## src/rtl/bus_err_arbiter_pkg.sv

```systemverilog
// Shared types and helpers for the bus error arbiter.
// Optional feature macro: BUS_ERR_ARB_TIMESTAMP_EN (capture timestamp).
package bus_err_arb_pkg;

   typedef enum logic {
      IDLE = 1'b0,
      HOLD = 1'b1
   } arb_state_e;

   localparam int unsigned TsWidth = 32;

   // Index width for n units; a single unit still needs one bit.
   function automatic int unsigned idx_width(input int unsigned n);
      return (n > 1) ? $clog2(n) : 1;
   endfunction

   // Width of the flattened report holding register.
   function automatic int unsigned rpt_bits(input int unsigned idx_w,
                                            input int unsigned err_bits,
                                            input int unsigned addr_w,
                                            input int unsigned meta_w);
      return idx_w + err_bits + addr_w + meta_w;
   endfunction

endpackage

```

## src/rtl/bus_err_arbiter_if.sv

```systemverilog
// Unit-side and report-side signals of the bus error arbiter.
// master: the arbiter; slave: the error units plus the report consumer.
interface bus_err_arbiter_if
   import bus_err_arb_pkg::*;
#(
   parameter int unsigned NumUnits      = 4,
   parameter int unsigned AddrWidth     = 48,
   parameter int unsigned MetaDataWidth = 1,
   parameter int unsigned ErrBits       = 3,
   parameter int unsigned CntWidth      = 16
);
   localparam int unsigned IdxW = idx_width(NumUnits);

   logic [NumUnits-1:0]                    unit_irq_i;
   logic [NumUnits-1:0][ErrBits-1:0]       unit_code_i;
   logic [NumUnits-1:0][AddrWidth-1:0]     unit_addr_i;
   logic [NumUnits-1:0][MetaDataWidth-1:0] unit_meta_i;
   logic [NumUnits-1:0]                    unit_overflow_i;
   logic [NumUnits-1:0]                    unit_pop_o;
   logic                                   rpt_valid_o;
   logic                                   rpt_ready_i;
   logic [IdxW-1:0]                        rpt_unit_o;
   logic [ErrBits-1:0]                     rpt_code_o;
   logic [AddrWidth-1:0]                   rpt_addr_o;
   logic [MetaDataWidth-1:0]               rpt_meta_o;
   logic [TsWidth-1:0]                     rpt_time_o;
   logic [CntWidth-1:0]                    rpt_count_o;
   logic                                   count_clr_i;
   logic                                   overflow_o;
   logic                                   irq_o;

   modport master (
      input  unit_irq_i, unit_code_i, unit_addr_i, unit_meta_i, unit_overflow_i,
      input  rpt_ready_i, count_clr_i,
      output unit_pop_o, rpt_valid_o, rpt_unit_o, rpt_code_o, rpt_addr_o,
      output rpt_meta_o, rpt_time_o, rpt_count_o, overflow_o, irq_o
   );

   modport slave (
      output unit_irq_i, unit_code_i, unit_addr_i, unit_meta_i, unit_overflow_i,
      output rpt_ready_i, count_clr_i,
      input  unit_pop_o, rpt_valid_o, rpt_unit_o, rpt_code_o, rpt_addr_o,
      input  rpt_meta_o, rpt_time_o, rpt_count_o, overflow_o, irq_o
   );

endinterface

```

## src/rtl/bus_err_arbiter_rr_pick.sv

```systemverilog
// Combinational round-robin picker: first request at or after ptr_i,
// found by searching a doubled request vector rotated by ptr_i.
module bus_err_rr_pick
   import bus_err_arb_pkg::*;
#(
   parameter int unsigned NumUnits = 4,
   localparam int unsigned IdxW    = idx_width(NumUnits)
) (
   input  logic [NumUnits-1:0] req_i,
   input  logic [IdxW-1:0]     ptr_i,
   output logic                gnt_valid_o,
   output logic [IdxW-1:0]     gnt_idx_o
);

   logic [2*NumUnits-1:0] dbl;
   logic [IdxW-1:0]       off;
   logic [IdxW:0]         sum;
   logic                  found;

   // Search the rotated vector, then map the offset back to a unit index.
   always_comb begin
      dbl   = {req_i, req_i} >> ptr_i;
      found = 1'b0;
      off   = '0;
      for (int unsigned k = 0; k < NumUnits; k++) begin
         if (!found && dbl[k]) begin
            found = 1'b1;
            off   = IdxW'(k);
         end
      end
      sum = {1'b0, ptr_i} + {1'b0, off};
      if (sum >= (IdxW+1)'(NumUnits)) begin
         sum = sum - (IdxW+1)'(NumUnits);
      end
      gnt_valid_o = found;
      gnt_idx_o   = sum[IdxW-1:0];
   end

endmodule

```

## src/rtl/bus_err_arbiter.sv

```systemverilog
// Drains several bus error units through one registered report channel.
// Optional feature macro: BUS_ERR_ARB_TIMESTAMP_EN (capture timestamp on rpt_time_o).
module bus_err_arbiter
   import bus_err_arb_pkg::*;
#(
   parameter int unsigned NumUnits      = 4,
   parameter int unsigned AddrWidth     = 48,
   parameter int unsigned MetaDataWidth = 1,
   parameter int unsigned ErrBits       = 3,
   parameter int unsigned CntWidth      = 16
) (
   input logic          clk_i,
   input logic          rst_ni,
   bus_err_arbiter_if.master bus
);

   localparam int unsigned IdxW = idx_width(NumUnits);

   typedef struct packed {
      logic [IdxW-1:0]          unit;
      logic [ErrBits-1:0]       code;
      logic [AddrWidth-1:0]     addr;
      logic [MetaDataWidth-1:0] meta;
   } rpt_t;

   arb_state_e          state_q;
   logic [IdxW-1:0]     ptr_q, ptr_d;
   rpt_t                rpt_q;
   logic                rpt_valid_q, rpt_valid_d;
   logic [CntWidth-1:0] count_q, count_d;
   logic                ovf_q, ovf_d;
   logic                irq_q, irq_d;
   logic                gnt_valid;
   logic [IdxW-1:0]     gnt_idx;
   logic                accept;
   logic                capture;
   logic [NumUnits-1:0] pop;

   bus_err_rr_pick #(.NumUnits(NumUnits)) u_pick (
      .req_i       (bus.unit_irq_i),
      .ptr_i       (ptr_q),
      .gnt_valid_o (gnt_valid),
      .gnt_idx_o   (gnt_idx)
   );

   assign capture = (state_q == IDLE) && gnt_valid;

   // Pointer moves to the unit after the granted one.
   always_comb begin
      ptr_d = ptr_q;
      if (capture) begin
         ptr_d = (gnt_idx == IdxW'(NumUnits - 1)) ? '0 : gnt_idx + IdxW'(1);
      end
   end

   // One-hot pop in the grant cycle; gated by reset so no entry is popped while held in reset.
   always_comb begin
      pop = '0;
      if (rst_ni && capture) begin
         pop[gnt_idx] = 1'b1;
      end
   end

   // Next-state of the registered status outputs.
   always_comb begin
      accept      = rpt_valid_q & bus.rpt_ready_i;
      rpt_valid_d = (state_q == IDLE) ? gnt_valid : ~accept;
      count_d     = count_q;
      if (bus.count_clr_i) begin
         count_d = '0;
      end else if (accept && (count_q != '1)) begin
         count_d = count_q + CntWidth'(1);
      end
      ovf_d = (|bus.unit_overflow_i) | (ovf_q & ~bus.count_clr_i);
      irq_d = rpt_valid_d | ovf_d;
   end

   // Arbitration FSM with the report holding register.
   always_ff @(posedge clk_i or negedge rst_ni) begin
      if (!rst_ni) begin
         state_q     <= IDLE;
         ptr_q       <= '0;
         rpt_q       <= '0;
         rpt_valid_q <= 1'b0;
      end else begin
         rpt_valid_q <= rpt_valid_d;
         unique case (state_q)
            IDLE: begin
               if (gnt_valid) begin
                  state_q <= HOLD;
                  ptr_q   <= ptr_d;
                  rpt_q   <= '{unit: gnt_idx,
                               code: bus.unit_code_i[gnt_idx],
                               addr: bus.unit_addr_i[gnt_idx],
                               meta: bus.unit_meta_i[gnt_idx]};
               end
            end
            HOLD: begin
               if (accept) begin
                  state_q <= IDLE;
               end
            end
            default: state_q <= IDLE;
         endcase
      end
   end

   // Report counter, sticky overflow and aggregated interrupt.
   always_ff @(posedge clk_i or negedge rst_ni) begin
      if (!rst_ni) begin
         count_q <= '0;
         ovf_q   <= 1'b0;
         irq_q   <= 1'b0;
      end else begin
         count_q <= count_d;
         ovf_q   <= ovf_d;
         irq_q   <= irq_d;
      end
   end

`ifdef BUS_ERR_ARB_TIMESTAMP_EN
   logic [TsWidth-1:0] ts_q;
   logic [TsWidth-1:0] time_q;

   // Free-running cycle counter, sampled at the capture edge.
   always_ff @(posedge clk_i or negedge rst_ni) begin
      if (!rst_ni) begin
         ts_q   <= '0;
         time_q <= '0;
      end else begin
         ts_q <= ts_q + TsWidth'(1);
         if (capture) begin
            time_q <= ts_q;
         end
      end
   end

   assign bus.rpt_time_o = time_q;
`else
   assign bus.rpt_time_o = '0;
`endif

   assign bus.unit_pop_o  = pop;
   assign bus.rpt_valid_o = rpt_valid_q;
   assign bus.rpt_unit_o  = rpt_q.unit;
   assign bus.rpt_code_o  = rpt_q.code;
   assign bus.rpt_addr_o  = rpt_q.addr;
   assign bus.rpt_meta_o  = rpt_q.meta;
   assign bus.rpt_count_o = count_q;
   assign bus.overflow_o  = ovf_q;
   assign bus.irq_o       = irq_q;

endmodule

```

## src/flat_wrapper.sv

```systemverilog
// flat-port wrapper written by rule: the top's interface ports become plain ports
module bus_err_arbiter_flat import bus_err_arb_pkg::*;
#(
   parameter int unsigned NumUnits      = 4,
   parameter int unsigned AddrWidth     = 48,
   parameter int unsigned MetaDataWidth = 1,
   parameter int unsigned ErrBits       = 3,
   parameter int unsigned CntWidth      = 16
)
  (clk_i, rst_ni, bus_unit_irq_i, bus_unit_code_i, bus_unit_addr_i, bus_unit_meta_i, bus_unit_overflow_i, bus_rpt_ready_i, bus_count_clr_i, bus_unit_pop_o, bus_rpt_valid_o, bus_rpt_unit_o, bus_rpt_code_o, bus_rpt_addr_o, bus_rpt_meta_o, bus_rpt_time_o, bus_rpt_count_o, bus_overflow_o, bus_irq_o);
  bus_err_arbiter_if #(.NumUnits(NumUnits), .AddrWidth(AddrWidth), .MetaDataWidth(MetaDataWidth), .ErrBits(ErrBits), .CntWidth(CntWidth)) bus_i ();
  input logic clk_i;
  input logic rst_ni;
  input wire logic [$bits(bus_i.unit_irq_i)-1:0] bus_unit_irq_i;
  input wire logic [$bits(bus_i.unit_code_i)-1:0] bus_unit_code_i;
  input wire logic [$bits(bus_i.unit_addr_i)-1:0] bus_unit_addr_i;
  input wire logic [$bits(bus_i.unit_meta_i)-1:0] bus_unit_meta_i;
  input wire logic [$bits(bus_i.unit_overflow_i)-1:0] bus_unit_overflow_i;
  input wire logic [$bits(bus_i.rpt_ready_i)-1:0] bus_rpt_ready_i;
  input wire logic [$bits(bus_i.count_clr_i)-1:0] bus_count_clr_i;
  output wire logic [$bits(bus_i.unit_pop_o)-1:0] bus_unit_pop_o;
  output wire logic [$bits(bus_i.rpt_valid_o)-1:0] bus_rpt_valid_o;
  output wire logic [$bits(bus_i.rpt_unit_o)-1:0] bus_rpt_unit_o;
  output wire logic [$bits(bus_i.rpt_code_o)-1:0] bus_rpt_code_o;
  output wire logic [$bits(bus_i.rpt_addr_o)-1:0] bus_rpt_addr_o;
  output wire logic [$bits(bus_i.rpt_meta_o)-1:0] bus_rpt_meta_o;
  output wire logic [$bits(bus_i.rpt_time_o)-1:0] bus_rpt_time_o;
  output wire logic [$bits(bus_i.rpt_count_o)-1:0] bus_rpt_count_o;
  output wire logic [$bits(bus_i.overflow_o)-1:0] bus_overflow_o;
  output wire logic [$bits(bus_i.irq_o)-1:0] bus_irq_o;
  assign bus_i.unit_irq_i = bus_unit_irq_i;
  assign bus_i.unit_code_i = bus_unit_code_i;
  assign bus_i.unit_addr_i = bus_unit_addr_i;
  assign bus_i.unit_meta_i = bus_unit_meta_i;
  assign bus_i.unit_overflow_i = bus_unit_overflow_i;
  assign bus_i.rpt_ready_i = bus_rpt_ready_i;
  assign bus_i.count_clr_i = bus_count_clr_i;
  assign bus_unit_pop_o = bus_i.unit_pop_o;
  assign bus_rpt_valid_o = bus_i.rpt_valid_o;
  assign bus_rpt_unit_o = bus_i.rpt_unit_o;
  assign bus_rpt_code_o = bus_i.rpt_code_o;
  assign bus_rpt_addr_o = bus_i.rpt_addr_o;
  assign bus_rpt_meta_o = bus_i.rpt_meta_o;
  assign bus_rpt_time_o = bus_i.rpt_time_o;
  assign bus_rpt_count_o = bus_i.rpt_count_o;
  assign bus_overflow_o = bus_i.overflow_o;
  assign bus_irq_o = bus_i.irq_o;
  bus_err_arbiter #(.NumUnits(NumUnits), .AddrWidth(AddrWidth), .MetaDataWidth(MetaDataWidth), .ErrBits(ErrBits), .CntWidth(CntWidth)) u_core (.clk_i(clk_i), .rst_ni(rst_ni), .bus(bus_i));
endmodule
```

## config.mk

```make
export PLATFORM = sky130hd
export DESIGN_NAME = bus_err_arbiter_flat
export DESIGN_NICKNAME = d
export VERILOG_FILES = /design/src/rtl/bus_err_arbiter_pkg.sv /design/src/rtl/bus_err_arbiter_if.sv /design/src/rtl/bus_err_arbiter_rr_pick.sv /design/src/rtl/bus_err_arbiter.sv /design/src/flat_wrapper.sv
export SDC_FILE = /design/constraint.sdc
export NUM_CORES = 1
export LEC_CHECK = 0
export CORE_ASPECT_RATIO = 0.75
export CORE_MARGIN = 1
export CORE_UTILIZATION = 40
export CTS_BUF_LIST = sky130_fd_sc_hd__clkbuf_8
export DETAILED_ROUTE_END_ITERATION = 8
export PLACE_DENSITY = 0.79
export SLEW_MARGIN = 40
export SYNTH_ARGS = -nofsm -noshare
export SYNTH_HDL_FRONTEND = slang
export SYNTH_SLANG_ARGS = --single-unit
```

## constraint.sdc

```tcl
create_clock -name clk_i -period 3.55 [get_ports clk_i]
set_input_delay 0.71 -clock clk_i [delete_from_list [all_inputs] [get_ports clk_i]]
set_output_delay 0.71 -clock clk_i [all_outputs]
set_load 0.01 [all_outputs]
```

Word-level counts from Yosys, hierarchy flattened:

Cells that the tools add are included.

* memory bits (read-only): 0
* register bits after elaboration: 76
* input bits: 220
* latch bits: 0
* memories: 0
* RAM bits: 0

* reduce and logical (&&, ||, !) cells: 14
* mux-type cells: 24
* bitwise operators: 7
* div/mod/pow operators: 0
* equality and inequality tests: 2
* shifts and indexed selects: 1
* multipliers: 0
* add/subtract/negate cells: 4
* order comparisons: 3

Operators by type and width (number)
* $bmux W48 S2: 1
* $mux W48: 1
* $mux W16: 2
* $add A16 B1 Y16 const B: 1
* $ne A16 B16 Y1 const B: 1
* $mux W1: 10
* $mux W2: 4
* $shr A8 B2 Y4: 1
* $logic_and A1 B1 Y1: 7
* $bmux W3 S2: 1
* $mux W4: 1
* $reduce_or A4 Y1: 1
* $add A2 B2 Y3: 1
* $ge A3 B3 Y1 const B: 1
* $logic_not A1 Y1: 3
* $lt A2 B3 Y1 const B: 1
* $mux W3: 1
* $not A1 Y1: 3
* $reduce_and A3 Y1: 1
* $add A2 B1 Y2 const B: 1
* $and A1 B1 Y1: 2
* $bmux W1 S2: 1
* $demux W1 S2: 1
* $eq A2 B2 Y1 const B: 1
* 6 further kinds: 7

Longest topological paths before layout:

Gate-level depths: netlist (run 1).

* word-level depth: 19
* gate-level depth with buffers: 13
* gate-level depth less buffers: 10

Hierarchy:

From an unflattened synthesis (run 1), not the netlist that was laid out.

* cells, all modules: 360
* area total of the unflattened synthesis: 4818.4 sq um

Modules (own cells, without submodules)
* bus_err_arbiter: area an instance 4626.9 sq um, cells each 332, sequential area each 1876.8 sq um, instances 1
* bus_err_rr_pick: area an instance 191.4 sq um, cells each 28, sequential area each 0.0 sq um, instances 1

Worst setup path after synthesis (run 1):

OpenSTA, ideal clock, no wires.

* path kind: input-to-output
* start: input port bus_unit_irq_i[2]
* end: output port bus_unit_pop_o[1]
* slack: 303 ps
* stages on the path: 11
* data arrival time: 2537 ps
* cell sequence: buf_4 nand2_1 a21oi_1 o22ai_1 o21a_1 ha_1 buf_2 buf_2 clkbuf_1 nand3_1 nor2_1

* longest elaborated chain between the ends: 19
* elaborated cells between the ends (all ways): 26
* classes of those cells: add/sub: 2; order compare: 3; shift: 1; mux: 11; reduce/logical: 9

RTL lines
* from (decl): line flat_wrapper.sv:14 `input wire logic [$bits(bus_i.unit_irq_i)-1:0] bus_unit_irq_i;`
* $shr A8 B2 Y4 (*): line bus_err_arbiter_rr_pick.sv:22 `dbl = {req_i, req_i} >> ptr_i;`
* $mux W1: line bus_err_arbiter_rr_pick.sv:26 `if (!found && dbl[k]) begin`
* $logic_not A1 Y1: line bus_err_arbiter_rr_pick.sv:26
* $logic_and A1 B1 Y1: line bus_err_arbiter_rr_pick.sv:26
* $mux W1: line bus_err_arbiter_rr_pick.sv:26
* $logic_not A1 Y1: line bus_err_arbiter_rr_pick.sv:26
* $logic_and A1 B1 Y1: line bus_err_arbiter_rr_pick.sv:26
* $mux W1: line bus_err_arbiter_rr_pick.sv:26
* (+4 left out)
* $ge A3 B3 Y1 or $sub A2 B1 Y2 (tied branches): line bus_err_arbiter_rr_pick.sv:32, bus_err_arbiter_rr_pick.sv:33
* $mux W2 (*): line bus_err_arbiter_rr_pick.sv:32 `if (sum >= (IdxW+1)'(NumUnits)) begin`
* net u_core.gnt_idx[0]: line bus_err_arbiter.sv:34 `logic [IdxW-1:0] gnt_idx;`
* $lt A2 B3 Y1 (implied by the code) or $ge A2 B1 Y1 (tied branches): line bus_err_arbiter.sv:60 `pop[gnt_idx] = 1'b1;`
* $logic_and A1 B1 Y1 (implied by the code): line bus_err_arbiter.sv:60
* $mux W1 (implied by the code): line bus_err_arbiter.sv:60
* $demux W1 S2 (*)
* $mux W4 (*): line bus_err_arbiter.sv:59 `if (rst_ni && capture) begin`
* to (decl): line flat_wrapper.sv:21 `output wire logic [$bits(bus_i.unit_pop_o)-1:0] bus_unit_pop_o;`

The timed path passes the listed nets; every way through them passes the cells marked *.

Worst setup path in the final report (run 1):

* start: input port bus_unit_irq_i[0]
* end: output port bus_unit_pop_o[1]

* longest elaborated chain between the ends: 19
* elaborated cells between the ends (all ways): 26
* classes of those cells: add/sub: 2; order compare: 3; shift: 1; mux: 11; reduce/logical: 9

RTL lines
* $shr A8 B2 Y4 (*): line bus_err_arbiter_rr_pick.sv:22
* $mux W1: line bus_err_arbiter_rr_pick.sv:26
* $logic_not A1 Y1: line bus_err_arbiter_rr_pick.sv:26
* $logic_and A1 B1 Y1: line bus_err_arbiter_rr_pick.sv:26
* $mux W1: line bus_err_arbiter_rr_pick.sv:26
* $logic_not A1 Y1: line bus_err_arbiter_rr_pick.sv:26
* $logic_and A1 B1 Y1: line bus_err_arbiter_rr_pick.sv:26
* $mux W1: line bus_err_arbiter_rr_pick.sv:26
* (+3 left out)
* $add A2 B2 Y3: line bus_err_arbiter_rr_pick.sv:31 `sum = {1'b0, ptr_i} + {1'b0, off};`
* $ge A3 B3 Y1 or $sub A2 B1 Y2 (tied branches): line bus_err_arbiter_rr_pick.sv:32, bus_err_arbiter_rr_pick.sv:33
* $mux W2: line bus_err_arbiter_rr_pick.sv:32
* $lt A2 B3 Y1 (implied by the code) or $ge A2 B1 Y1 (tied branches): line bus_err_arbiter.sv:60
* $logic_and A1 B1 Y1 (implied by the code): line bus_err_arbiter.sv:60
* $mux W1 (implied by the code): line bus_err_arbiter.sv:60
* $demux W1 S2
* $mux W4 (*): line bus_err_arbiter.sv:59

Every way passes the cells marked *; elsewhere a longest branch is shown, timed or not.

==> metrics.md, run 1 <==
| Metric | Value |
|---|---|
| Outcome | finished clean |
| Worst setup EP type | output port |
| Placed cells | between 1000 and 1500 |
| Top cell type's share of synthesized area | 0.269 |
| Fill cells | 1437 |
| Fin Clk Skew | around 0.019 ns |
| Slowest CP cell | clkdlybuf4s50_1 |
| Number of global-route vias before repair | about 7000 |
| Post-synth EDFFs | 0 |
| Slew @ Worst Pin | ~0.60 ns |
| CTS H-Tree Depth | 3 |
| VDD IR-drop max | 0.490 mV |
| Num rows | a little over 40 |
| Worst hold path class | in -> async |
| Layout area overhead | 51.1% |
| Sum Neg Setup Slack | 0 ns |
| Average cell area after synthesis | about 10 um2 |
| Initial antenna violation count | 0 |
| Clk slew on worst S/H paths | 0.09 ns |
| Chip height | approximately 120 um |
| Distinct cells, synth | 46 |
| Footprint of the multi-input gates | between 4000 and 5000 um2 |
| Worst relative slew slack | 0.600 |
| Width of the die | about 150 um |
| Vias post-DR | slightly above 7000 |
| CTS tree | done |
| I/O Buffers | ~300 |
| Worst EP required | 2.84 ns |
| Post-cts hold buffer count | 0 |
| Largest cells by area after synthesis | dfrtp_1 27%, mux2i_1 23%, mux2_2 8.4% |
| Synthesized flop and latch total | 75 |
| I/O pin total | between 300 and 400 |
| CP Launch Type | input pin |
| First drt pass iteration count | 7 |
| Initial Utilization | 0.412 |
| Worst path cell trace | clkdlybuf4s50_1 -> inv_1 -> a2bb2oi_1 -> o221ai_1 -> o21a_1 -> ha_4 -> inv_2 -> nand4_1 -> nand2_4 -> xnor2_2 -> nor2_1 -> clkdlybuf4s15_1 |
| Fin crit share | 0.958 |
| CP arrival | 2.69 ns |
| Global-route wire length before repair | between 30000 and 40000 um |
| Max cap viols | 0 |
| Dominant cell by count in the synthesized netlist | mux2i_1 |
| Largest net degree at the start of global routing | 56 |
| Drc violations | 0 |
| Period minus WS final | between 3 and 4 ns |
| GRT Util Overall | 0.257 |
| CP max stage delay | 0.48 ns |
| Drt initial violations | roughly 460 |
| Max FO, Critical Path | 3 |
| Dpl cell area | between 10000 and 15000 um2 |
| FMAX | 294 MHz |
| CTS Root Cell | clkbuf_8 |
| Number of diodes | 0 |
| Total CTS buffers | 9 |
| Fraction of layout cells with a size suffix above 1 | 0.142 |
| Pwr per Cell Area | about 840 nW/um2 |
| Worst R2R Path Depth | 10 |
| Via-per-instance ratio | 5.95 |
| Worst-case clock buffer depth | 2 |
| Synthesized area | ~7000 um2 |
| Register area share after synthesis | 0.269 |
| Post-Layout Inst Area | ~11000 um2 |
| Worst Setup Path Type | in -> out |
| Most frequent cells after synthesis | 159 x mux2i_1, 75 x dfrtp_1, 54 x nor3_1, 53 x o221ai_1 |
| Placer Congestion | around 0.8 |
| Post-DRT Antenna Nets | 0 |
| Final global-route overflow total | 0 |
| Net count, final | around 1200 |
| CTS Sinks | 75 |
| Lkg Pwr | 4.51 nW |
| Syn. warnings | 0 |
| Core box area | 16900 um2 |
| Die footprint | ~18000 um2 |
| RSZ-0062 raised after global routing | no |
| Clock latency on the worst-skew pair | roughly 0.38 ns |
| Final Max Tran Viols | 0 |
| Post-CTS Setup Repair Bufs | 0 |
| Ys flop type | dfrtp_1 |
| Post-detail-place hpwl | between 15000 and 20000 um |
| Hold Vio Cnt, Final | 0 |
| Post-Layout Cell Count | about 1200 |
| Total Wirelength | ~24000 um |
| Cell taking the most area after synthesis | dfrtp_1 |
| Register area | between 1500 and 2000 um2 |
| Post-Syn Instances | approximately 710 |
| Drt wl/cell | between 15 and 20 um |
| Async S/R FF share, synth | 1.00 |
| Setup Viol. Count Final | 0 |
[metal layers]
layer | global-route usage | vias to the layer above | wire (um)
met5 | 0 | - | 0
met3 | 0.0583 | 35 | 1800
met2 | 0.436 | 352 | 11400
met1 | 0.324 | 3509 | 10400
li1 | - | 3345 | -
met4 | 0.0950 | 0 | 431
[cell type report]
| class | count | share of cell area |
|---|---|---|
| clock inverter | 7 | 0.00784 |
| multi-input combinational | 563 | 0.445 |
| inverter | 4 | 0.00143 |
| sequential | 75 | 0.178 |
| clock buffer | 9 | 0.0118 |
| timing repair buffer | 343 | 0.330 |
| tap | 215 | 0.0256 |
[report_power, final]
group	total [mW]	switching (mW)	internal (mW)
combinational	6.69	3.26	3.44
clock	0.730	0.394	0.336
sequential	1.39	0.213	1.17
[layout by cell type, fill, tap and decap left out, types with 3 or more instances in the layout]
| cell | Yosys | final |
|---|---|---|
| a22oi_1 | 52 | 52 |
| clkbuf_8 | 0 | 9 |
| clkdlybuf4s50_1 | 0 | 289 |
| xor2_1 | 13 | 13 |
| nor2_1 | 24 | 23 |
| conb_1 | 1 | 32 |
| a221oi_1 | 46 | 46 |
| nand2_1 | 13 | 11 |
| a21oi_1 | 4 | 4 |
| and3_1 | 5 | 4 |
| and4_1 | 3 | 3 |
| nor3_1 | 54 | 54 |
| nand4_1 | 6 | 6 |
| a221oi_2 | 6 | 6 |
| mux2_2 | 52 | 52 |
| buf_4 | 39 | 34 |
| mux2i_1 | 159 | 159 |
| dfrtp_1 | 75 | 75 |
| nand3_1 | 7 | 7 |
| buf_12 | 0 | 13 |
| clkbuf_2 | 0 | 3 |
| o221ai_1 | 53 | 53 |
[cell families after synthesis]
family | count (synthesis) | share of synthesized area
xor gates and xnor gates | 18 | 0.0246
DFF | 75 | 0.269
other | 1 | 0.000538
and+or+nand+nor | 128 | 0.0971
adders and majority gates | 2 | 0.00359
buffers and inverters | 106 | 0.0857
AOI/OAI and AO/OA | 172 | 0.207
muxes | 211 | 0.312
[critical path: cells and delay by family]
kind            cells  cell delay [ns]
compound gates      3             0.53
xor+xnor            1             0.14
fa+ha+maj           1             0.15
buf+inv             4             0.82
simple gates        3             0.33
[state kept, by name, indices dropped and copies added (netlist names)]
signal and count:
u_core.bus.rpt_addr_o 48, u_core.bus.rpt_count_o 16, u_core.bus.rpt_code_o 3, u_core.bus.rpt_unit_o 2, u_core.ptr_q 2, u_core.bus.irq_o 1, u_core.bus.overflow_o 1, u_core.bus.rpt_meta_o 1
u_core.bus.rpt_valid_o 1
[stage by stage]
step | setup slack, ns | total power [mW] | hold WS [ns] | util
final | 0.149 | 8.81 | 0.428 | 0.622
after global routing | 0.0143 | 9.36 | 0.437 | 0.622
after CTS | 0.00253 | 8.78 | 0.411 | 0.621
after detailed placement | -0.329 | 8.00 | 0.466 | 0.609
after global placement | -0.273 | 7.86 | 0.466 | 0.607
after floorplan | 0.303 | 5.76 | 0.414 | -
[path summary, 6_finish.rpt]
kind	startpoint	slack, ns	to
max	bus_unit_irq_i[0]	0.15	bus_unit_pop_o[1]
min reg2reg	u_core.bus.rpt_unit_o[0]$_DFFE_PN0P_	0.49	u_core.bus.rpt_unit_o[0]$_DFFE_PN0P_
max reg2reg	u_core.ptr_q[1]$_DFFE_PN0P_	0.75	u_core.bus.rpt_addr_o[19]$_DFFE_PN0P_
max in group asynchronous	rst_ni	2.13	u_core.bus.rpt_addr_o[38]$_DFFE_PN0P_
min	rst_ni	0.43	u_core.bus.rpt_addr_o[37]$_DFFE_PN0P_
min in group clk_i	u_core.bus.rpt_unit_o[0]$_DFFE_PN0P_	0.49	u_core.bus.rpt_unit_o[0]$_DFFE_PN0P_
[repair_timing]
item / in CTS / in global routing
gates resized for setup: 8 / 12
setup endpoints to repair: 4 / 4
pin swaps: 0 / 3
Note: power is estimated with default switching activity, not from simulation.
==> run 2: changes to the inputs <==
Settings changed: CORE_UTILIZATION 40 to 29, PLACE_DENSITY 0.79 to default.
==> run 2 against run 1 <==
Cell count increased by 6.9%. Via count shrank 2.7%. Register-to-register slack lost 0.19 ns. Non-clock buffer count shrank 1. Core utilization is 16 points lower. Hold slack lost 0.20 ns. Cell area grew 1.7%. Sequential power is essentially flat. Routed wire length grew 6.5%. Flip-flop and latch count is the same. Clock-buffer cell count unchanged. Combinational power is essentially flat. Critical path type unchanged. Largest cell class unchanged. Largest power group unchanged.
==> metrics.md, run 2 (same netlist as run 1, synthesis figures left out) <==
| Metric | Value |
|---|---|
| Crit path from | bus_unit_irq_i[0] |
| CP top delay family | buffers and inverters |
| I/O Buffers | roughly 300 |
| Worst setup EP type | output port |
| Clock latency on the worst-skew pair | ~0.38 ns |
| Drt wl/cell | just under 20 um |
| Layout Utilization | 0.460 |
| GRT Util Overall | 0.203 |
| Chip height | 136 um |
| Lkg Pwr | about 4.6 nW |
| FMAX | between 200 and 300 MHz |
| Hold Vio Cnt, Final | 0 |
| Worst Setup Path Type | in -> out |
| Placed cells | 1284 |
| Post-detail-place hpwl | around 18000 um |
| Worst path cell trace | clkdlybuf4s50_1 -> inv_1 -> a2bb2oi_1 -> o221ai_1 -> o21a_1 -> ha_4 -> inv_1 -> a31o_2 -> nand2_2 -> xnor2_1 -> nor2_1 -> dlygate4sd2_1 |
| CTS tree | done |
| CP max stage delay | about 0.47 ns |
| Commonest non-fill, non-tap cells in the layout | 288 x clkdlybuf4s50_1, 159 x mux2i_1, 75 x dfrtp_1, 54 x nor3_1, 53 x o221ai_1 |
| Total CTS buffers | 9 |
| Worst R2R Path Depth | 11 |
| Worst-case clock buffer depth | 2 |
| CP most frequent cell | inv_1 |
| Max FO, Critical Path | 4 |
| Overall Power | approximately 9 mW |
| CP Launch Type | input pin |
| Worst EP required | ~2.8 ns |
| Layout area overhead | 53.7% |
| Core box area | around 23000 um2 |
| CTS H-Tree Depth | 3 |
| Fraction of layout cells with a size suffix above 1 | 0.136 |
| Pwr per Cell Area | ~840 nW/um2 |
| R2r startpoint | u_core.ptr_q[1]$_DFFE_PN0P_ |
| Dpl cell area | approximately 10000 um2 |
| Fin crit share | 0.981 |
| Post-Layout Cell Count | between 1000 and 1500 |
| Max cap viols | 0 |
| Max reg flops | 48 |
| CP Buf/Inv Count | 4 |
| Largest net degree at the start of global routing | slightly below 60 |
| Commonest non-fill, non-tap cell in the layout | clkdlybuf4s50_1 |
| Total Wirelength | roughly 26000 um |
| Drt initial violations | 400 |
| Vias post-DR | 7049 |
| Number of diodes | 0 |
| CTS Root Cell | clkbuf_8 |
| Outcome | finished clean |
| VDD IR-drop max | between 0.6 and 0.7 mV |
| I/O pin total | 329 |
| Clk slew on worst S/H paths | 0.09 ns |
| Global-route wire length before repair | 39200 um |
| Initial Utilization | 0.299 |
| Fin Clk Skew | between 0.01 and 0.015 ns |
| Period minus WS final | roughly 3.5 ns |
| Hold WS | ~0.23 ns |
| Final global-route overflow total | 0 |
| Post-Layout Inst Area | between 10000 and 15000 um2 |
| Width of the die | between 150 and 200 um |
| Die footprint | approximately 25000 um2 |
| Slew @ Worst Pin | 0.594 ns |
| Via-per-instance ratio | around 5.4 |
| Post-DRT Antenna Nets | 0 |
| Number of global-route vias before repair | 6965 |
| Net count, final | around 1200 |
| Fill cells | 2265 |
| Num rows | 48 |
| Slowest CP cell | clkdlybuf4s50_1 |
| Drc violations | 0 |
| Setup Viol. Count Final | 0 |
| Initial antenna violation count | 0 |
| Reg-to-reg slack, setup | between 0.5 and 0.6 ns |
| CP arrival | roughly 2.8 ns |
| Post-CTS Setup Repair Bufs | 0 |
| Final Max Tran Viols | 0 |
| First drt pass iteration count | 5 |
| Worst relative slew slack | 0.604 |
| Worst hold path class | in -> async |
| RSZ-0062 raised after global routing | yes |
| Placer Congestion | 0.803 |
| CTS Sinks | 75 |
| R2R Path End | u_core.bus.rpt_addr_o[8]$_DFFE_PN0P_ |
==> run 2: cell count changes in the layout (fill, tap and decap cells not counted), sizes merged <==
cell,change
clkdlybuf4s50,-1
clkinvlp,-1
dlymetal6s2s,+1
dlygate4sd2,+4
clkbuf,-3
bufinv,+2
clkdlybuf4s15,-1
clkinv,+1
buf,-1
inv,-2
==> run 2: repair_timing <==
| item | CTS | global route |
|---|---|---|
| gates resized for setup | 7 | 3 |
| cloned | 0 | 0 |
| endpoints found under the setup margin | 4 | 4 |
| hold buffers | 0 | 0 |
==> run 2: cell type report <==
type,instances,area [um2],area share
Tap cell,300,375,0.0351
Multi-Input combinational cell,563,4660,0.435
Sequential cell,75,1880,0.175
Timing Repair Buffer,342,3530,0.330
Clock buffer,9,124,0.0116
Inverter,4,15.0,0.00140
Clock inverter,7,124,0.0116
==> run 2: through the flow <==
step,setup TNS (ns),setup WS [ns]
after CTS,0,0.0389
final,0,0.0682
after global placement,-2.46,-0.272
after floorplan,0,0.303
after global routing,-0.0196,-0.0106
after detailed placement,-1.32,-0.291
==> run 2: how the worst max path moves through the flow <==
stage	depth (start not counted)	endpoint	slack [ns]
floorplan	11	bus_unit_pop_o[1]	0.30
global placement	12	bus_unit_pop_o[2]	-0.27
detailed placement	12	bus_unit_pop_o[2]	-0.29
CTS	12	bus_unit_pop_o[2]	0.04
global route	12	bus_unit_pop_o[1]	-0.01
finish	12	bus_unit_pop_o[1]	0.07
==> run 2: power by group <==
part           switching, mW  internal [mW]
Clock                  0.402          0.472
Sequential             0.216           1.17
Combinational           3.26           3.43
Total                   3.88           5.08
==> run 2: metal layers <==
metal / track usage / up-vias / part of all wire
li1: - / 3347 / -
met2: 0.336 / 267 / 0.47
met1: 0.261 / 3412 / 0.45
met5: 0 / - / 0
met3: 0.0568 / 23 / 0.076
met4: 0.0527 / 0 / 0.012
==> edit (config.mk and constraints of run 2) <==
The option `BUS_ERR_ARB_TIMESTAMP_EN` is turned on by a define.
--- a/src/rtl/bus_err_arbiter.sv
+++ b/src/rtl/bus_err_arbiter.sv
@@ -2,2 +2,4 @@
 // Optional feature macro: BUS_ERR_ARB_TIMESTAMP_EN (capture timestamp on rpt_time_o).
+`define BUS_ERR_ARB_TIMESTAMP_EN
+
 module bus_err_arbiter
Function: changed (Yosys sat finds a counterexample within 4 cycles, from zero or initial values and one cycle with rst_ni low).
==> edit against run 2 <==
- total power decreased by 3.7%
- clock power increased by 41%
- design area increased by 12%
- fmax increased by 2.7%
- sequential cell count increased by 64
- combinational power decreased by 21%
- wire length increased by 3.8%
- area after synthesis increased by 11%
- sequential power increased by 53%
- worst setup slack improved by 0.093 ns
- first-iteration DRC count decreased by 4.8%
- count of clock-buffer cells in the layout increased by 8
- worst hold slack got worse by 0.12 ns
==> edit: results (changes against run 2) <==
The share of final-layout standard cells stronger than drive strength 1 is 9.48% (-4.1 points). The share of synthesized area spent on multiplexers was 0.389% (-31 points). The met1 usage in global routing is 26.4% (+0.23 points). The path class of the tightest hold or removal check is in -> async. The portion of the post-synthesis area used by sequential elements came out at 45.1% (+18 points). The global-route track usage on met2 came out at 29.0% (-4.7 points). The number of global-route vias before repair is 7230 (+3.8%). The complex-gate fraction of the synthesized area came to 20.4% (-0.23 points). By area the synthesized netlist is led by dfrtp_1 (45%), nor2b_1 (8.7%), nand2_1 (8.4%). The detailed placement HPWL is 19.0 mm (+5.3%).

By count the netlist is led by nand2_1 (172), dfrtp_1 (139), nor2b_1 (107), a221oi_1 (52). In this run the worst setup path terminates at bus_unit_pop_o[0]. The global-route wire length before repair is 40.0 mm (+2.2%).

The maximum vdd ir drop came out at 0.709 mV (+16%). The worst relative slew slack came out at 48.6% (-12 points). The run finished with clean final reports.

The number of fill cells came out at 2553 (+13%). The post-synthesis cell type count came out at 49 (+6.5%). The setup skew after layout is 0.0218 ns (+0.00906 ns). The number of vias in the routed layout is 7461 (+5.8%). The combined global-route utilization of all metal layers came out at 19.0% (-1.3 points). The worst reg-to-reg path cell count is 12 (+1).

The instance area at placement is 11600 um2 (+11%). The arrival time at the worst endpoint is 2.68 ns (-0.09 ns). The deepest level of the CTS H-tree is 4 (+1). The final estimated routing congestion in global placement is 0.808 (+0.65%). The maximum number of pins on one net before global-route repair came out at 122 (+110%). The post-synthesis xor/xnor area fraction came out at 4.88% (+2.4 points). The number of CTS-inserted buffers came out at 17 (+8). The clock insertion delay at the later pin of the skew report is 0.44 ns (+0.06 ns). The count of buffers inserted at the top-level ports came to 328 (+11%). The mean routed wirelength per cell came out at 17.4 um (-12%).

The final net count is 1392 (+14%). In this run the worst setup path begins at bus_unit_irq_i[2]. The global routing usage on met3 is 5.46% (-0.22 points). In this run the critical register-to-register path is launched from u_core.ptr_q[0]$_DFFE_PN0P_.
edit: cell types whose count changed after synthesis, sizes merged, moves of 13 or more:
cell / run 2 / this run
a22oi: 52 / 0
buf: 52 / 26
o221ai: 53 / 1
mux2: 52 / 0
dfrtp: 75 / 139
xnor2: 4 / 23
mux2i: 159 / 3
nor3: 55 / 6
a2111oi: 0 / 52
nand2: 13 / 172
nor2: 24 / 37
nor2b: 3 / 107
o31ai: 0 / 53
edit: what timing repair did:
| item | 4_1_cts | 5_1_grt |
|---|---|---|
| endpoints found under the setup margin | 4 | 4 |
| resized for setup | 23 | 11 |
| buffers inserted | 0 | 3 |
| pin swaps | 5 | 5 |
edit: worst max-delay path, cell delays in order:
cell	delay (ns)
dlygate4sd2_1	0.29
o311ai_1	0.28
o21ai_1	0.12
o221ai_2	0.09
ha_4	0.21
buf_12	0.11
xor2_4	0.15
a31oi_4	0.06
nor2_4	0.15
inv_2	0.05
nor3_1	0.19
clkdlybuf4s15_2	0.26
edit: cells by family (layout without fill, tap and decap cells):
logic type / count (synthesis) / in the layout
AOI/OAI and AO/OA: 194 / 194
xor gates and xnor gates: 43 / 43
adders and majority gates: 4 / 4
buffers and inverters: 78 / 423
DFF: 139 / 139
muxes: 3 / 3
and+or+nand+nor: 375 / 375
edit: per-stage QoR:
step           setup TNS [ns]  cells  power, mW  setup WS, ns  hold slack (ns)
6_report                    0   1525       8.62         0.161            0.114
5_1_grt                     0   1525       9.30        0.0483           0.0829
3_3_place_gp            -2.03   1490       7.25        -0.539            0.460
3_5_place_dp            -2.58   1490       7.30        -0.589            0.461
4_1_cts              -0.00910   1522       8.65      -0.00910           0.0860
2_1_floorplan               0    836       5.12         0.112            0.414
edit: cell type report:
| type | count | area (um2) | area share (%) |
|---|---|---|---|
| Multi-Input combinational cell | 619 | 3970 | 33.0 |
| Clock buffer | 17 | 234 | 1.94 |
| Tap cell | 344 | 430 | 3.58 |
| Inverter | 9 | 33.8 | 0.281 |
| Clock inverter | 15 | 128 | 1.06 |
| Sequential cell | 139 | 3480 | 28.9 |
| Timing Repair Buffer | 382 | 3760 | 31.2 |
edit: metal layers:
metal | routed length (um) | up-vias
li1 | - | 3682
met1 | 12400 | 3544
met2 | 12100 | 213
met3 | 1640 | 22
met4 | 332 | 0
met5 | 0 | -
edit: power groups by stage:
stage / clock, mW / combinational [mW] / sequential, mW
after detailed placement: 0 / 5.15 / 2.15
after CTS: 1.28 / 5.24 / 2.13
after floorplan: 0 / 2.86 / 2.26
final: 1.23 / 5.27 / 2.13
after global routing: 1.35 / 5.79 / 2.17
after global placement: 0 / 5.11 / 2.14
